===== config.mk =====
export PLATFORM = sky130hd
export DESIGN_NAME = vga_timing_gen
export DESIGN_NICKNAME = d
export VERILOG_FILES = /design/src/rtl/vga_pkg.sv /design/src/rtl/vga_axis_counter.sv /design/src/rtl/vga_timing_gen.sv
export SDC_FILE = /design/constraint.sdc
export NUM_CORES = 1
export LEC_CHECK = 0
export ABC_CLOCK_PERIOD_IN_PS = 4500
export CAP_MARGIN = 10
export CORE_MARGIN = 1
export CORE_UTILIZATION = 50
export DETAILED_ROUTE_END_ITERATION = 8
export HOLD_SLACK_MARGIN = 0.1
export PLACE_DENSITY = 0.78
export SLEW_MARGIN = 20
export SYNTH_ARGS = -nofsm -noshare
export SYNTH_HDL_FRONTEND = slang
export SYNTH_HIERARCHICAL = 1
export SYNTH_SLANG_ARGS = --single-unit

===== constraint.sdc =====
create_clock -name clk_25 -period 4.5 [get_ports clk_25]
set_clock_uncertainty 0.05 [all_clocks]
set_input_delay 1.125 -clock clk_25 [delete_from_list [all_inputs] [get_ports clk_25]]
set_output_delay 1.125 -clock clk_25 [all_outputs]
set_load 0.02 [all_outputs]

===== src/rtl/vga_pkg.sv =====
// Shared timing constants and types for the 640x480@60 VGA raster path.
package vga_pkg;

  // Default 640x480@60 horizontal timing (pixel clocks)
  localparam int unsigned HVID  = 640;
  localparam int unsigned HFP   = 16;
  localparam int unsigned HSYNC = 96;
  localparam int unsigned HBP   = 48;

  // Default 640x480@60 vertical timing (lines)
  localparam int unsigned VVID  = 480;
  localparam int unsigned VFP   = 10;
  localparam int unsigned VSYNC = 2;
  localparam int unsigned VBP   = 33;

  // Derived totals for the default mode
  localparam int unsigned HTOTAL = HVID + HFP + HSYNC + HBP;
  localparam int unsigned VTOTAL = VVID + VFP + VSYNC + VBP;

  // Coordinate width and the largest total it can represent
  localparam int unsigned COORD_W   = 10;
  localparam int unsigned MAX_TOTAL = 1 << COORD_W;

  // Sync bundle handed to the colour generators
  typedef struct packed {
    logic hsync;
    logic vsync;
    logic video_on;
  } sync_t;

  localparam sync_t SYNC_IDLE = '{hsync: 1'b1, vsync: 1'b1, video_on: 1'b0};

endpackage


===== src/rtl/vga_axis_counter.sv =====
// Wrap counter for one raster axis: counts 0..TOTAL-1 while enabled and
// resets to the terminal value so the first enabled edge lands on 0.
module vga_axis_counter
  import vga_pkg::*;
#(
  parameter int unsigned W     = COORD_W,
  parameter int unsigned TOTAL = HTOTAL
) (
  input  logic         clk,
  input  logic         rst_n,
  input  logic         en,
  output logic [W-1:0] count,
  output logic [W-1:0] count_next_c,
  output logic         tc_c
);

  localparam logic [W-1:0] LAST = W'(TOTAL - 1);

  // Terminal count: this axis wraps on the next enabled edge
  assign tc_c = (count == LAST);

  // Next value: hold, increment, or wrap to zero
  always_comb begin
    count_next_c = count;
    if (en) begin
      count_next_c = tc_c ? '0 : count + W'(1);
    end
  end

  // Count register, parked on the terminal value in reset
  always_ff @(posedge clk or negedge rst_n) begin
    if (!rst_n) begin
      count <= LAST;
    end else begin
      count <= count_next_c;
    end
  end

endmodule


===== src/rtl/vga_timing_gen.sv =====
// Raster timing generator for the VGA pixel-coordinate interface.
// Optional build macro VGA_SYNC_DELAY_EN adds one pixel_en-gated register
// stage on hsync/vsync/video_on/load_enable to line them up with a colour
// stage that registers RGB one cycle after sampling the coordinates.
module vga_timing_gen
  import vga_pkg::*;
#(
  parameter int unsigned HVID  = vga_pkg::HVID,
  parameter int unsigned HFP   = vga_pkg::HFP,
  parameter int unsigned HSYNC = vga_pkg::HSYNC,
  parameter int unsigned HBP   = vga_pkg::HBP,
  parameter int unsigned VVID  = vga_pkg::VVID,
  parameter int unsigned VFP   = vga_pkg::VFP,
  parameter int unsigned VSYNC = vga_pkg::VSYNC,
  parameter int unsigned VBP   = vga_pkg::VBP
) (
  input  logic               clk_25,
  input  logic               rst_n,
  input  logic               pixel_en,
  output logic [COORD_W-1:0] horizontal_num,
  output logic [COORD_W-1:0] vertical_num,
  output logic               hsync,
  output logic               vsync,
  output logic               video_on,
  output logic               load_enable,
  output logic               frame_start,
  output logic               line_end
);

  localparam int unsigned H_TOTAL = HVID + HFP + HSYNC + HBP;
  localparam int unsigned V_TOTAL = VVID + VFP + VSYNC + VBP;

  // One spare bit so region ends equal to the total (1024) still compare
  localparam int unsigned CMP_W = COORD_W + 1;

  localparam logic [CMP_W-1:0] H_VID_END    = CMP_W'(HVID);
  localparam logic [CMP_W-1:0] H_SYNC_START = CMP_W'(HVID + HFP);
  localparam logic [CMP_W-1:0] H_SYNC_END   = CMP_W'(HVID + HFP + HSYNC);
  localparam logic [CMP_W-1:0] V_VID_END    = CMP_W'(VVID);
  localparam logic [CMP_W-1:0] V_SYNC_START = CMP_W'(VVID + VFP);
  localparam logic [CMP_W-1:0] V_SYNC_END   = CMP_W'(VVID + VFP + VSYNC);
  localparam logic [COORD_W-1:0] H_LAST     = COORD_W'(H_TOTAL - 1);

  // Refuse to elaborate a mode whose totals overflow the coordinate width
  if (H_TOTAL > MAX_TOTAL || V_TOTAL > MAX_TOTAL) begin : g_bad_timing
    $error("vga_timing_gen: HTOTAL/VTOTAL exceed coordinate range");
  end

  logic [COORD_W-1:0] h_next_c;
  logic [COORD_W-1:0] v_next_c;
  logic               h_tc_c;
  logic               v_tc_c;
  logic               v_en_c;
  logic [CMP_W-1:0]   h_ext_c;
  logic [CMP_W-1:0]   v_ext_c;

  sync_t sync_next_c;
  logic  frame_start_next_c;
  logic  line_end_next_c;

  sync_t sync_q;
  logic  blank_q;

  // Vertical axis steps only on the horizontal wrap
  assign v_en_c = pixel_en & h_tc_c;

  vga_axis_counter #(
    .W     (COORD_W),
    .TOTAL (H_TOTAL)
  ) u_h_cnt (
    .clk          (clk_25),
    .rst_n        (rst_n),
    .en           (pixel_en),
    .count        (horizontal_num),
    .count_next_c (h_next_c),
    .tc_c         (h_tc_c)
  );

  vga_axis_counter #(
    .W     (COORD_W),
    .TOTAL (V_TOTAL)
  ) u_v_cnt (
    .clk          (clk_25),
    .rst_n        (rst_n),
    .en           (v_en_c),
    .count        (vertical_num),
    .count_next_c (v_next_c),
    .tc_c         (v_tc_c)
  );

  // Decode the position the counters are about to present
  always_comb begin
    sync_next_c        = SYNC_IDLE;
    frame_start_next_c = 1'b0;
    line_end_next_c    = 1'b0;

    h_ext_c = {1'b0, h_next_c};
    v_ext_c = {1'b0, v_next_c};

    sync_next_c.video_on = (h_ext_c < H_VID_END) && (v_ext_c < V_VID_END);
    sync_next_c.hsync    = !((h_ext_c >= H_SYNC_START) && (h_ext_c < H_SYNC_END));
    sync_next_c.vsync    = !((v_ext_c >= V_SYNC_START) && (v_ext_c < V_SYNC_END));

    // (0,0) is only ever reached by the joint wrap out of the last pixel
    frame_start_next_c   = v_en_c & v_tc_c;
    line_end_next_c      = (h_next_c == H_LAST);
  end

  // Output registers, aligned with the counter registers
  always_ff @(posedge clk_25 or negedge rst_n) begin
    if (!rst_n) begin
      sync_q      <= SYNC_IDLE;
      blank_q     <= 1'b1;
      frame_start <= 1'b0;
      line_end    <= 1'b1;
    end else if (pixel_en) begin
      sync_q      <= sync_next_c;
      blank_q     <= ~sync_next_c.video_on;
      frame_start <= frame_start_next_c;
      line_end    <= line_end_next_c;
    end
  end

`ifdef VGA_SYNC_DELAY_EN
  sync_t sync_dly_q;
  logic  blank_dly_q;

  // Extra stage so sync/blanking track the registered colour pipeline
  always_ff @(posedge clk_25 or negedge rst_n) begin
    if (!rst_n) begin
      sync_dly_q  <= SYNC_IDLE;
      blank_dly_q <= 1'b1;
    end else if (pixel_en) begin
      sync_dly_q  <= sync_q;
      blank_dly_q <= blank_q;
    end
  end

  assign hsync       = sync_dly_q.hsync;
  assign vsync       = sync_dly_q.vsync;
  assign video_on    = sync_dly_q.video_on;
  assign load_enable = blank_dly_q;
`else
  assign hsync       = sync_q.hsync;
  assign vsync       = sync_q.vsync;
  assign video_on    = sync_q.video_on;
  assign load_enable = blank_q;
`endif

endmodule


# Yosys cells after proc, flatten, opt, wreduce, memory -nomap -nowiden
# Cells that the tools add are included.
# totals
mem_bits_ro	0
ram_bits	0
reg_bits	26
latchBits	0
mem_count	0
word_cells	31
# op_classes
magnitude_cmp	6
n_mul	0
shifts	0
bitwise_logic	3
muxes	4
div_mod_pow	0
reduce_logical	5
eq_ne	3
addsub	2
# op_table
op	n
$mux 10	4
$eq 10x10->1 const B	3
$add 10x1->10 const B	2
$lt 10x10->1 const B	2
$lt 10x9->1 const B	2
$ge 10x10->1 const B	1
$ge 10x9->1 const B	1
$logic_and 1x1->1	3
$and 1x1->1	2
$logic_not 1->1	2
$not 1->1	1

# Logic depth before layout (Yosys ltp)
# logic_depth
word_depth	6
ltp_mapped	11
depth_no_buf	10

# By module
# Netlist, hierarchy kept.
# modules_own_cells
module	instances	seq_area_each_um2	area_each_um2	cells_per_inst
vga_axis_counter (u_h_cnt)	1	259.0	549.3	52
vga_axis_counter (u_v_cnt)	1	254.0	540.5	52
vga_timing_gen	1	155.1	304.0	27

# Worst setup path before layout
# No wires, ideal clock.
# synth_path
path_type	register to register
from	reg u_h_cnt.count[0]
to	reg blank_q, in the netlist load_enable
n_path_buf	1
setup_slack_ps	1486
t_required_ps	4373
t_arrival_ps	2887
setup_time_ps	77
path_stages_with_launch	12
cell_sequence	dfstp_2 -> ha_1 -> nand4b_1 -> nor4_2 -> and2_2 -> buf_2 -> nand4_1 -> nor3_1 -> xor2_1 -> and4_1 -> or4b_1 -> o21a_1
# synth_between
elab_chain_cells	6
# synth_lines
item	line_no	text
start: declaration	vga_axis_counter.sv:12	output logic [W-1:0] count,
start signal: assignment	vga_axis_counter.sv:35	count <= count_next_c;
$eq 10x10->1	vga_axis_counter.sv:20	assign tc_c = (count == LAST);
net h_tc_c	vga_timing_gen.sv:51	logic h_tc_c;
$and 1x1->1	vga_timing_gen.sv:65	assign v_en_c = pixel_en & h_tc_c;
net v_en_c	vga_timing_gen.sv:53	logic v_en_c;
$mux 10	vga_axis_counter.sv:25	if (en) begin
net v_next_c[8]	vga_timing_gen.sv:50	logic [COORD_W-1:0] v_next_c;
$lt 10x9->1	vga_timing_gen.sv:100	sync_next_c.video_on = (h_ext_c < H_VID_END) && (v_ext_c < V_VID_END);
$logic_and 1x1->1	vga_timing_gen.sv:100	
$not 1->1	vga_timing_gen.sv:118	blank_q <= ~sync_next_c.video_on;
end signal: assignment	vga_timing_gen.sv:118	
end: declaration	vga_timing_gen.sv:62	logic blank_q;
# The timed path passes the listed nets, and every way through them passes these cells.
# A chain may end at the register's enable or synchronous reset.

# Final worst setup path
# Ends and elaborated chain as after synthesis.

==> out/qor.json <==
{
  "wirelength_met1_mm": 1.55,
  "worst_pin_slew_ns": 0.556,
  "unrepaired_setup_endpoints_after_global_routing": "false",
  "final.setup.tns_ns": 0,
  "postSynthAreaPerCell_um2": 10.6,
  "holdCritPathClass": "reg2reg",
  "finalSetupViolCount": 0,
  "leakage_nw": 0.719,
  "antenna_violations_before_repair": 0,
  "net_switching_mw": 0.206,
  "post_drt_via_cell_ratio": 6.18,
  "num_vias": 1186,
  "power.combinational.fraction": 0.293,
  "cts-buffers-inserted": 3,
  "layout.cells.most_common": "sky130_fd_sc_hd__clkdlybuf4s50_1",
  "cts.sink_count": 26,
  "detailroute.wirelength.met3_um": 104,
  "chipHeight_um": 54.8,
  "fin_crit_ns": 3.38,
  "clk_root_buffer_cell": "sky130_fd_sc_hd__clkbuf_4",
  "dp.final_hpwl_mm": 2.36,
  "finalCritPeriodShare": 0.752,
  "max_freq_mhz": 296,
  "global_route.overflow_total": 0,
  "synth.yosys.seq_area_share": 0.479,
  "powerDensity_mw_per_mm2": 342,
  "global_route_wire_length_before_repair_mm": 5.02,
  "met2RoutedLength_mm": 1.46,
  "clockPowerShare": 0.170,
  "critical_path.max_fanout": 12,
  "run_status": "finished, final reports clean",
  "count_of_instances_resized_after_the_clock_tree_is_built": 0,
  "grt_max_degree": 27,
  "syn_inst": 131,
  "fp-row-count": 18,
  "drv_slew": 0,
  "postRouteAntennaNets": 0,
  "async_sr_flop_fraction": 1.00,
  "insertion_delay_ns": 0.32,
  "clk_transition_reported_paths_ns": 0.13,
  "finalHoldWorstSlack_ns": 0.468,
  "critical_path.startpoint_type": "flop",
  "floorplan.core_area_mm2": 0.00254,
  "pwr-share-seq": 0.537,
  "hold_violations": 0,
  "fillCellCount": 212,
  "cts_tree": "done",
  "postCtsHoldBufs": 0,
  "internal_power_mw": 0.385,
  "top_sig_layer": "met4",
  "die_area_mm2": 0.00300,
  "drt_iter0_markers": 20,
  "htree_num_levels": 1,
  "io_buffer_count": 28,
  "netSwitchingFraction": 0.348,
  "routed_wire_length_per_instance_um": 16.4,
  "req_time_crit_path_ns": 4.72,
  "register_bit_count_reported_by_yosys": 26,
  "synthFlopType": "sky130_fd_sc_hd__dfstp_2",
  "yosys_warnings": 6,
  "grt_use_total": 0.238,
  "gpl.final_weighted_congestion": 0.811,
  "synth_fp_nets": 137,
  "nets": 169,
  "utilization": 0.679,
  "post-route-worst-setup-slack_ns": 1.12,
  "vias_in_the_first_global_route": 1067,
  "drtPass1Iterations": 4,
  "timing_worst_setup_path_type": "reg2reg",
  "crit_arrival_ns": 3.60,
  "syn-cell-area_mm2": 0.00139,
  "antenna-diode-count": 0,
  "syn2layout_area_growth_pct": 24.0,
  "worst_setup_path_end_kind": "flop",
  "yosys.cell_types.count": 48,
  "post-place-ws_ns": 1.01,
  "clockBufferDepth": 2,
  "worst_ir_drop_vdd_v": 0.000354,
  "post-cts-setup-buffers": 0,
  "horizontal_die_dimension_um": 54.8,
  "maxCapViolations": 0,
  "layout.cells.most_common_list": "27 x sky130_fd_sc_hd__clkdlybuf4s50_1, 14 x sky130_fd_sc_hd__nand2_1, 14 x sky130_fd_sc_hd__dfstp_2, 12 x sky130_fd_sc_hd__dfrtp_1",
  "initial_utilization": 0.548,
  "timing.max_slew.rel_slack": 0.629,
  "total_wire_length_mm": 3.14,
  "layout-drive-gt1-share": 0.210,
  "io_pins": 29,
  "synth_edf_count": 0,
  "route.detailed.drc": 0
}
==> worst paths after layout <==
| kind | from | endpoint | slack [ns] | depth (start not counted) |
|---|---|---|---|---|
| min in group asynchronous | rst_n | u_v_cnt/count[6] | 0.72 | 1 |
| max in group asynchronous | rst_n | u_v_cnt/count[9] | 3.31 | 1 |
| max | u_h_cnt/count[0] | load_enable | 1.12 | 10 |
| max reg2reg | u_h_cnt/count[0] | load_enable | 1.12 | 10 |
| min reg2reg | vsync | vsync | 0.47 | 2 |
| min | vsync | vsync | 0.47 | 2 |
==> final cells by class <==
cell class / count / area (um2) / area share
Sequential cell: 26 / 668 / 0.387
Multi-Input combinational cell: 97 / 691 / 0.400
Clock buffer: 4 / 26.3 / 0.0152
Inverter: 6 / 22.5 / 0.0130
Timing Repair Buffer: 29 / 283 / 0.164
Tap cell: 30 / 37.5 / 0.0217
==> stage by stage <==
stage | total power [mW] | std cells | area [um2]
final | 0.591 | 192 | 1730
after CTS | 0.595 | 192 | 1730
after detailed placement | 0.492 | 188 | 1710
after global routing | 0.618 | 192 | 1730
after global placement | 0.486 | 188 | 1710
after floorplan | 0.412 | 131 | 1390
==> worst max-delay path, cell delays in order, from the launching register on <==
cell and delay [ns]:
sky130_fd_sc_hd__dfstp_2 0.63, sky130_fd_sc_hd__ha_1 0.30, sky130_fd_sc_hd__nand4b_1 0.18, sky130_fd_sc_hd__nor4_2 0.35
sky130_fd_sc_hd__and2_2 0.36, sky130_fd_sc_hd__nand4_1 0.21, sky130_fd_sc_hd__nor3_1 0.26, sky130_fd_sc_hd__xor2_1 0.12
sky130_fd_sc_hd__and4_1 0.24, sky130_fd_sc_hd__or4b_1 0.49, sky130_fd_sc_hd__o21a_1 0.13
==> cell families after synthesis <==
family,Yosys count,share of synthesized area
and+or+nand+nor,58,0.266
xor gates and xnor gates,8,0.0503
AOI/OAI and AO/OA,26,0.137
DFF,26,0.479
buffers and inverters,8,0.0251
adders and majority gates,3,0.0269
muxes,2,0.0153
==> flip-flops by register name, indices dropped and copies added (netlist names) <==
signal,count
frame_start,1
hsync,1
line_end,1
load_enable,1
u_h_cnt/count,10
u_v_cnt/count,10
video_on,1
vsync,1
==> power groups by stage <==
stage                     clock network, mW  registers, mW  logic [mW]
after global routing                  0.114          0.322       0.182
after global placement                    0          0.319       0.167
final                                 0.100          0.317       0.173
after floorplan                           0          0.340      0.0724
after CTS                             0.105          0.317       0.173
after detailed placement                  0          0.321       0.171
==> synthesized netlist by cell type, types with 2 or more instances <==
library cell | instances | area share
sky130_fd_sc_hd__xor2_1 | 6 | 0.038
sky130_fd_sc_hd__o311ai_0 | 2 | 0.013
sky130_fd_sc_hd__ha_1 | 3 | 0.027
sky130_fd_sc_hd__nand2b_1 | 2 | 0.0090
sky130_fd_sc_hd__nand4b_1 | 2 | 0.013
sky130_fd_sc_hd__nand4_1 | 7 | 0.031
sky130_fd_sc_hd__xnor2_1 | 2 | 0.013
sky130_fd_sc_hd__nand2_1 | 14 | 0.038
sky130_fd_sc_hd__a22oi_1 | 2 | 0.011
sky130_fd_sc_hd__dfstp_2 | 14 | 0.26
sky130_fd_sc_hd__o21ai_0 | 7 | 0.025
sky130_fd_sc_hd__nor3_1 | 4 | 0.014
sky130_fd_sc_hd__or4b_1 | 2 | 0.014
sky130_fd_sc_hd__o31ai_1 | 4 | 0.022
sky130_fd_sc_hd__nor2_1 | 6 | 0.016
sky130_fd_sc_hd__nand3_1 | 5 | 0.018
sky130_fd_sc_hd__o22ai_1 | 2 | 0.0090
sky130_fd_sc_hd__or4_1 | 2 | 0.011
sky130_fd_sc_hd__inv_1 | 5 | 0.013
sky130_fd_sc_hd__dfrtp_1 | 12 | 0.22
==> routing by layer <==
metal | global-route usage | vias up
met5 | 0 | -
met4 | 0.0598 | 0
met3 | 0.0500 | 3
met2 | 0.351 | 27
met1 | 0.348 | 594
li1 | - | 562
Note: power is estimated with default switching activity, not from simulation.
